===== config.mk =====
export PLATFORM = sky130hd
export DESIGN_NAME = uart_boot_loader
export DESIGN_NICKNAME = d
export VERILOG_FILES = /design/src/rtl/uart_pkg.sv /design/src/rtl/uart_bus_port.sv /design/src/rtl/uart_boot_loader.sv
export SDC_FILE = /design/constraint.sdc
export NUM_CORES = 1
export LEC_CHECK = 0
export ABC_AREA = 1
export CORE_MARGIN = 1.5
export CORE_UTILIZATION = 35
export DETAILED_ROUTE_END_ITERATION = 8
export PLACE_DENSITY = 0.67
export SYNTH_ARGS = -nofsm -noshare
export SYNTH_HDL_FRONTEND = slang
export SYNTH_SLANG_ARGS = --single-unit

===== constraint.sdc =====
create_clock -name clock -period 2.4 [get_ports clock]
set_clock_uncertainty 0.15 [all_clocks]
set_input_delay 0.48 -clock clock [delete_from_list [all_inputs] [get_ports clock]]
set_output_delay 0.48 -clock clock [all_outputs]
set_load 0.02 [all_outputs]

===== src/rtl/uart_pkg.sv =====
// Shared constants and types for the UART boot loader: status bit positions,
// byte lane, error codes and the loader state encoding.
package uart_pkg;

  localparam int RX_READY      = 31;
  localparam int FRAMING_ERROR = 30;
  localparam int TX_READY      = 29;

  localparam int BYTE_HI = 31;
  localparam int BYTE_LO = 24;

  localparam logic [1:0] ERR_NONE     = 2'b00;
  localparam logic [1:0] ERR_FRAMING  = 2'b01;
  localparam logic [1:0] ERR_OVERSIZE = 2'b10;

  typedef enum logic [3:0] {
    S_IDLE      = 4'd0,
    S_POLL_RX   = 4'd1,
    S_READ_DATA = 4'd2,
    S_POLL_TX   = 4'd3,
    S_WRITE_TX  = 4'd4,
    S_TX_GUARD  = 4'd5,
    S_CHECK     = 4'd6,
    S_STORE     = 4'd7,
    S_DONE      = 4'd8,
    S_ERROR     = 4'd9
  } state_t;

endpackage


===== src/rtl/uart_bus_port.sv =====
// One-cycle access port onto the UART register bus. The request lines come
// straight from loader registers; ack and decoded read data are same-cycle.
module uart_bus_port
  import uart_pkg::*;
(
  input  logic        i_rd,
  input  logic        i_wr,
  input  logic        i_sel_data,
  input  logic [7:0]  i_tx_byte,
  output logic        o_uart_read,
  output logic        o_uart_write,
  output logic        o_uart_data_cs,
  output logic        o_uart_status_cs,
  output logic [31:0] o_uart_data_out,
  input  logic [31:0] i_uart_data_in,
  input  logic        i_uart_data_in_valid,
  output logic        o_ack,
  output logic [7:0]  o_rx_byte,
  output logic        o_rx_ready,
  output logic        o_framing,
  output logic        o_tx_ready
);

  logic w_active;
  logic w_unused_low;

  assign w_active         = i_rd | i_wr;
  assign o_uart_read      = i_rd;
  assign o_uart_write     = i_wr & ~i_rd;
  assign o_uart_data_cs   = w_active & i_sel_data;
  assign o_uart_status_cs = w_active & ~i_sel_data;
  assign o_uart_data_out  = {i_tx_byte, 24'h000000};

  // A read without valid is not acknowledged, so the caller simply repeats it.
  assign o_ack      = (i_wr & ~i_rd) | (i_rd & i_uart_data_in_valid);
  assign o_rx_byte  = i_uart_data_in[BYTE_HI:BYTE_LO];
  assign o_rx_ready = i_uart_data_in[RX_READY];
  assign o_framing  = i_uart_data_in[FRAMING_ERROR];
  assign o_tx_ready = i_uart_data_in[TX_READY];

  assign w_unused_low = ^i_uart_data_in[23:0];

endmodule


===== src/rtl/uart_boot_loader.sv =====
// Boot-time bus master: reads a big-endian word-count header and payload
// from the UART, echoes every byte, and writes each word to memory.
module uart_boot_loader
  import uart_pkg::*;
#(
  parameter logic [29:0] BASE_ADDR       = 30'h0000000,
  parameter int unsigned MAX_WORDS       = 4096,
  parameter int unsigned TX_GUARD_CYCLES = 2
)(
  input  logic        clock,
  input  logic        reset,
  input  logic        start,
  output logic        busy,
  output logic        done,
  output logic [1:0]  error,
  output logic        uart_read,
  output logic        uart_write,
  output logic        uart_data_cs,
  output logic        uart_status_cs,
  output logic [31:0] uart_data_out,
  input  logic [31:0] uart_data_in,
  input  logic        uart_data_in_valid,
  output logic        mem_write,
  output logic [29:0] mem_address,
  output logic [31:0] mem_data_out,
  input  logic        mem_ack
);

  localparam logic [31:0] MAX_W      = 32'(MAX_WORDS);
  localparam logic [7:0]  GUARD_LAST = 8'(TX_GUARD_CYCLES - 1);

  state_t      r_state;
  logic        r_acc_rd;
  logic        r_acc_wr;
  logic        r_acc_data;
  logic [7:0]  r_tx_byte;
  logic        r_busy;
  logic        r_done;
  logic [1:0]  r_error;
  logic        r_mem_write;
  logic [29:0] r_mem_address;
  logic [31:0] r_mem_data;
  logic [31:0] r_word;
  logic [1:0]  r_byte_cnt;
  logic        r_hdr_done;
  logic [31:0] r_remaining;
  logic [29:0] r_index;
  logic        r_fe;
  logic [7:0]  r_guard;

  logic        w_ack;
  logic [7:0]  w_rx_byte;
  logic        w_rx_ready;
  logic        w_framing;
  logic        w_tx_ready;

  uart_bus_port u_port (
    .i_rd                 (r_acc_rd),
    .i_wr                 (r_acc_wr),
    .i_sel_data           (r_acc_data),
    .i_tx_byte            (r_tx_byte),
    .o_uart_read          (uart_read),
    .o_uart_write         (uart_write),
    .o_uart_data_cs       (uart_data_cs),
    .o_uart_status_cs     (uart_status_cs),
    .o_uart_data_out      (uart_data_out),
    .i_uart_data_in       (uart_data_in),
    .i_uart_data_in_valid (uart_data_in_valid),
    .o_ack                (w_ack),
    .o_rx_byte            (w_rx_byte),
    .o_rx_ready           (w_rx_ready),
    .o_framing            (w_framing),
    .o_tx_ready           (w_tx_ready)
  );

  assign busy         = r_busy;
  assign done         = r_done;
  assign error        = r_error;
  assign mem_write    = r_mem_write;
  assign mem_address  = r_mem_address;
  assign mem_data_out = r_mem_data;

  // Loader FSM; bus request lines are set on entry to the state that uses them.
  always_ff @(posedge clock) begin
    if (reset) begin
      r_state       <= S_IDLE;
      r_acc_rd      <= 1'b0;
      r_acc_wr      <= 1'b0;
      r_acc_data    <= 1'b0;
      r_tx_byte     <= 8'h00;
      r_busy        <= 1'b0;
      r_done        <= 1'b0;
      r_error       <= ERR_NONE;
      r_mem_write   <= 1'b0;
      r_mem_address <= BASE_ADDR;
      r_mem_data    <= 32'h00000000;
      r_word        <= 32'h00000000;
      r_byte_cnt    <= 2'd0;
      r_hdr_done    <= 1'b0;
      r_remaining   <= 32'd0;
      r_index       <= 30'd0;
      r_fe          <= 1'b0;
      r_guard       <= 8'd0;
    end else begin
      r_done <= 1'b0;
      case (r_state)
        S_IDLE: begin
          if (start) begin
            r_state    <= S_POLL_RX;
            r_busy     <= 1'b1;
            r_error    <= ERR_NONE;
            r_byte_cnt <= 2'd0;
            r_index    <= 30'd0;
            r_hdr_done <= 1'b0;
            r_acc_rd   <= 1'b1;
            r_acc_data <= 1'b0;
          end
        end
        S_POLL_RX: begin
          if (w_ack && w_rx_ready) begin
            r_state    <= S_READ_DATA;
            r_fe       <= w_framing;
            r_acc_data <= 1'b1;
          end
        end
        S_READ_DATA: begin
          if (w_ack) begin
            if (r_fe) begin
              r_state  <= S_ERROR;
              r_busy   <= 1'b0;
              r_error  <= ERR_FRAMING;
              r_acc_rd <= 1'b0;
            end else begin
              r_word     <= {r_word[23:0], w_rx_byte};
              r_state    <= S_POLL_TX;
              r_acc_data <= 1'b0;
            end
          end
        end
        S_POLL_TX: begin
          if (w_ack && w_tx_ready) begin
            r_state    <= S_WRITE_TX;
            r_acc_rd   <= 1'b0;
            r_acc_wr   <= 1'b1;
            r_acc_data <= 1'b1;
            r_tx_byte  <= r_word[7:0];
          end
        end
        S_WRITE_TX: begin
          r_state    <= S_TX_GUARD;
          r_acc_wr   <= 1'b0;
          r_acc_data <= 1'b0;
          r_guard    <= 8'd0;
        end
        S_TX_GUARD: begin
          if (r_guard == GUARD_LAST) begin
            r_byte_cnt <= r_byte_cnt + 2'd1;
            if (r_byte_cnt == 2'd3) begin
              if (r_hdr_done) begin
                r_state       <= S_STORE;
                r_mem_write   <= 1'b1;
                r_mem_address <= BASE_ADDR + r_index;
                r_mem_data    <= r_word;
              end else begin
                r_state <= S_CHECK;
              end
            end else begin
              r_state  <= S_POLL_RX;
              r_acc_rd <= 1'b1;
            end
          end else begin
            r_guard <= r_guard + 8'd1;
          end
        end
        S_CHECK: begin
          if (r_word == 32'd0) begin
            r_state <= S_DONE;
            r_done  <= 1'b1;
            r_busy  <= 1'b0;
          end else if (r_word > MAX_W) begin
            r_state <= S_ERROR;
            r_busy  <= 1'b0;
            r_error <= ERR_OVERSIZE;
          end else begin
            r_remaining <= r_word;
            r_hdr_done  <= 1'b1;
            r_state     <= S_POLL_RX;
            r_acc_rd    <= 1'b1;
          end
        end
        S_STORE: begin
          if (mem_ack) begin
            r_mem_write <= 1'b0;
            r_index     <= r_index + 30'd1;
            r_remaining <= r_remaining - 32'd1;
            if (r_remaining == 32'd1) begin
              r_state <= S_DONE;
              r_done  <= 1'b1;
              r_busy  <= 1'b0;
            end else begin
              r_state  <= S_POLL_RX;
              r_acc_rd <= 1'b1;
            end
          end
        end
        S_DONE:  r_state <= S_IDLE;
        S_ERROR: r_state <= S_IDLE;
        default: r_state <= S_IDLE;
      endcase
    end
  end

endmodule


==> Word-level counts from Yosys, hierarchy flattened <==
Cells that the tools add are included.
{ "totals": {"wordCells": 154, "reg_bits": 188} }
{ "op_classes": {"n_reduce_logical": 31, "n_bitwise": 9, "n_mux": 63, "eq_ne": 28, "add_sub_neg": 4, "order_cmp": 1} }
{ "op_table": {"columns": ["cell", "count"], "rows": [
  ["2-to-1 mux 32 bit", 3],
  ["case mux 32 bit (2 select lines)", 1],
  ["2-to-1 mux 30 bit", 2],
  ["case mux 30 bit (2 select lines)", 1],
  ["2-to-1 mux 4 bit", 11],
  ["!= test 2 bit, second input constant", 17],
  ["== test 32 x 1 -> 1 bit, second input constant", 1],
  ["> comparator 32 x 13 -> 1 bit, second input constant", 1],
  ["logical NOT 32 bit", 1],
  ["case mux 4 bit (8 select lines)", 1],
  ["subtractor 32 x 1 -> 32 bit, second input constant", 1],
  ["adder 30 x 1 -> 30 bit, second input constant", 1],
  ["2-to-1 mux 1 bit", 27],
  ["AND reduction 6 bit", 3],
  ["== test 4 x 3 -> 1 bit, second input constant", 4],
  ["case mux 8 bit (2 select lines)", 1],
  ["nonzero test 2 bit", 7],
  ["2-to-1 mux 2 bit", 6],
  ["AND reduction 4 bit", 3],
  ["AND reduction 11 bit", 1],
  ["AND reduction 3 bit", 3],
  ["adder 8 x 1 -> 8 bit, second input constant", 1],
  ["== test 4 x 2 -> 1 bit, second input constant", 2],
  ["== test 8 x 1 -> 1 bit, second input constant", 1],
  ["other kinds (23)", 36]
]} }

==> Depth between registers and ports, before layout <==
{ "logic_depth": {"ltp_word": 6, "mapped_depth": 12, "ltp_nobuf": 12} }

==> Cells and area by module <==
From an unflattened synthesis, not the netlist that was laid out.
{ "unflattened": {"hier_cells": 1397, "area_unflattened_um2": 9376.5} }
{ "by_module_without_submodules": {"columns": ["module", "cells_per_inst", "area_each_um2", "seq_area_each_um2", "instances"], "rows": [
  ["uart_boot_loader", 1343, 9006.1, 3763.6, 1],
  ["uart_bus_port", 54, 370.4, 0.0, 1]
]} }

==> Worst setup path before layout <==
OpenSTA, ideal clock, no wires.
{ "synth_path": {"kind": "reg2reg", "startpoint": "reg r_index[0]", "endpoint": "reg r_index[18]", "t_arrival_ns": 1.570, "period_less_slack_ns": 1.839, "setup_time_ns": 0.119, "setup_slack_ns": 0.561, "stages_incl_launch_ff": 11, "n_path_buf": 0, "cell_sequence": "dfxtp_1 > ha_1 > nand2_1 > nor3_2 > nand2_1 > inv_1 > nand2_1 > nor2_4 > nand2_1 > o21ai_0 > a21oi_1"} }
{ "synth_via": {"elab_chain_len": 3} }
{ "synth_rtl": {"columns": ["element", "line_no", "rtl"], "rows": [
  ["start: declaration", "uart_boot_loader.sv:47", "logic [29:0] r_index;"],
  ["start signal: assignment", "uart_boot_loader.sv:194", "r_index <= r_index + 30'd1;"],
  ["adder 30 x 1 -> 30 bit", "uart_boot_loader.sv:194", null],
  ["2-to-1 mux 30 bit", "uart_boot_loader.sv:192", "if (mem_ack) begin"],
  ["case mux 30 bit (2 select lines)", "uart_boot_loader.sv:106", "case (r_state)"]
]} }
No other way between the ends. The select of a mux whose other input is x is not followed.
A chain may end at the register's enable or synchronous reset.

==> Worst setup path after layout <==
{ "layout_path": {"startpoint": "reg r_acc_rd", "endpoint": "out uart_data_cs"} }
{ "layout_via": {"elab_chain_len": 2} }
{ "layout_rtl": {"columns": ["element", "line_no", "rtl"], "rows": [
  ["start: declaration", "uart_boot_loader.sv:33", "logic r_acc_rd;"],
  ["start signal: assignment", "uart_boot_loader.sv:87", "r_acc_rd <= 1'b0;"],
  ["start signal: assignment", "uart_boot_loader.sv:115", "r_acc_rd <= 1'b1;"],
  ["start signal: assignment", "uart_boot_loader.sv:132", "r_acc_rd <= 1'b0;"],
  ["OR 1 bit", "uart_bus_port.sv:27", "assign w_active = i_rd | i_wr;"],
  ["bitwise AND 1 bit", "uart_bus_port.sv:30", "assign o_uart_data_cs = w_active & i_sel_data;"],
  ["end: declaration", "uart_boot_loader.sv:18", "output logic uart_data_cs,"]
]} }
No other way between the ends.

==> results_dict.tcl <==
set metrics [dict create \
    utilization_pct 42.48 \
    p_sw_share_pct 32.89 \
    cts_tree "done" \
    power_mw 8.197 \
    slew_headroom_pct 42.00 \
    timing.final.ws_setup_ns 0.1819 \
    status "complete, no violations" \
    avgSynthCellArea_um2 6.688 \
    final.setup.tns_ns 0 \
    first_global_vias 8088 \
    synth_top_cell_by_area "dfxtp_1" \
    gr-usage-all-layers_pct 18.71 \
    vias 8760 \
    cts_resized 0 \
    drv_cap 0 \
    maxSlewViolCount 0 \
    p_comb_share_pct 24.0 \
    synth_common_cells "264 x nand2_1, 260 x nor2_1, 188 x dfxtp_1" \
    fin_hold_ws_ns 0.3237 \
    postCtsSetupBuffers 0 \
    crit_path_max_fanout 5 \
    hold_violations 0 \
    drt_iter0_drc 600 \
    yosysWarnings 0 \
    p_leak_nw 4.850 \
    synth-edff-count 0 \
    rr_startpoint "r_state[1]$_SDFFE_PP0P_" \
    powerDensity_mw_per_mm2 744.7 \
    placed_cell_area_mm2 0.01043 \
    dpl.hpwl_um 17890 \
    initial_core_util_pct 35.36 \
    drc 0 \
    cts_root_buf "clkbuf_16" \
    htreeDepth 4 \
    netlist_top_cells_area "dfxtp_1 41%, nand2_1 11%, nor2_1 11%, a21oi_1 7.7%, o21ai_0 7.5%" \
    ys_async_sr_fraction_pct 0 \
    dieArea_mm2 0.02716 \
    path_clk_slew_ns 0.07 \
    rows 59 \
    cts_buffers 17 \
    grt_max_degree 77 \
    dieWidth_um 164.8 \
    io_buffers 91 \
    p_sw_mw 2.696 \
    drive_gt1_share_pct 6.335 \
    final_cell_area_mm2 0.01101 \
    ys_types 43 \
    synth_most_common_cell "nand2_1" \
    io_pins 140 \
    timing.final.crit_share_pct 92.42 \
    clk_path_buf_depth 2 \
    grt_overflow 0 \
    hold_class "flop to flop" \
    grt_setup_unrepaired "no" \
    clock_sinks 188 \
    firstDrtPassIters 5 \
    syn_inst 1370 \
    finalSetupViolations 0 \
    intPower_mw 5.501 \
    clk_latency_ns 0.43 \
    antenna_found_initial 0 \
    p_clk_share_pct 34.5 \
    hold_start "error[0]$_SDFFE_PP0P_" \
    cp-end-kind "output port" \
    chipHeight_um 164.8 \
    ys_seq_area_share_pct 41.08 \
    yosys.area.top_type_share_pct 41.08 \
    dpl_worst_slack_ns 0.03643 \
    pwr-share-seq_pct 41.5 \
    core_mm2 0.02591 \
    hold_buffers 0 \
    area_growth_syn_to_layout_pct 20.14 \
    nets 1499 \
    crit_arrival_ns 1.59 \
    wl_um 24680 \
    worstPathRequired_ns 1.77 \
    ant_nets 0 \
    startpoint "r_acc_rd$_SDFFE_PP0P_" \
    ys.flop_type "dfxtp_1" \
    start_kind "flop" \
    antenna_cells 0 \
    wire_per_inst_um 13.69 \
    dpl.cell_count 1772 \
    fin_cells 1803 \
    ir_drop_mv 0.4391 \
    tightest_slew_ns 0.8690 \
    fmax_ghz 0.4508 \
    syn-cell-area_mm2 0.009163 \
    grt_pass1_wl_um 40140 \
    via_per_inst 4.859 \
    gp_congestion 0.9211 \
    post-route-min-period_ns 2.218 \
    ys_ff_latch 188 \
    critPathKind "flop to output port" \
]
## final timing paths
path	endpoint	slack (ns)	cells past startpoint
setup / recovery	uart_data_cs	0.18	3
hold / removal	error[0]$_SDFFE_PP0P_	0.32	2
setup reg to reg	r_word[2]$_SDFFE_PP0P_	0.24	7
hold reg to reg	error[0]$_SDFFE_PP0P_	0.32	2
## layout by cell type (no fill, tap or decap), types with 2 or more instances in the layout
cell,Yosys,final
inv_1,125,124
xor2_1,7,7
bufinv_16,0,2
nor4_1,3,3
and3_1,3,3
nand3_1,57,57
clkinv_4,0,3
nor2_4,5,5
nor3_2,2,2
clkinvlp_4,0,2
nand3_2,2,2
inv_6,0,3
nand4_1,27,27
inv_2,3,3
conb_1,1,24
nand2_1,264,264
clkdlybuf4s50_1,0,91
o21ai_1,5,5
o21ai_0,137,137
nor3b_1,2,2
buf_4,27,29
nand2_2,6,6
buf_12,0,4
nor2_2,4,5
nor2_1,260,259
o21a_1,2,2
ha_1,6,6
dfxtp_1,188,188
a21oi_1,141,141
o22ai_1,3,3
clkbuf_16,0,17
clkinv_2,0,3
nor3_1,23,23
## power by group through the flow
stage / combinational, mW / sequential, mW / clock [mW]
floorplan: 1.37 / 3.46 / 0
global placement: 1.93 / 3.47 / 0
detailed placement: 1.96 / 3.47 / 0
CTS: 1.97 / 3.40 / 2.89
global route: 2.20 / 3.42 / 3.02
finish: 1.97 / 3.40 / 2.83
## worst max-delay path, cell delays in order, from the launching register on
cell	delay [ns]
dfxtp_1	0.40
nor2_1	0.07
nor2_1	0.09
clkdlybuf4s50_1	0.60
## flip-flops by register name, indices dropped and copies added (netlist names), 2 cells and up
name,flops
r_byte_cnt,2
r_tx_byte,8
error,2
r_guard,8
r_remaining,32
r_index,30
mem_address,30
r_state,4
r_word,32
mem_data_out,32
## routing by layer
metal	GRT usage, %	wire length, µm	vias to the layer above
met5	0	0	-
li1	-	-	4556
met4	8.559	807	0
met3	3.189	788	50
met1	23.23	11320	3967
met2	31.57	11770	187
## area by class of cell
| class | count | area [µm²] |
|---|---|---|
| clock inverters | 12 | 137.6 |
| multi-input cells | 996 | 4551 |
| well taps | 335 | 419.2 |
| flip-flops and latches | 188 | 3764 |
| inverters | 129 | 485.5 |
| repair buffers | 124 | 1209 |
| fillers | 2668 | 14900 |
| clock buffers | 19 | 442.9 |
## logic make-up after synthesis
group                      after synthesis  synth area share [%]
other                                    1               0.04093
AOI/OAI and AO/OA                      296                 16.67
buffers and inverters                  209                 10.23
adders and majority gates                6                0.8193
and+or+nand+nor                        663                 30.49
DFF                                    188                 41.08
xor gates and xnor gates                 7                0.6691
No activity file was read; power rests on OpenSTA's default activity.
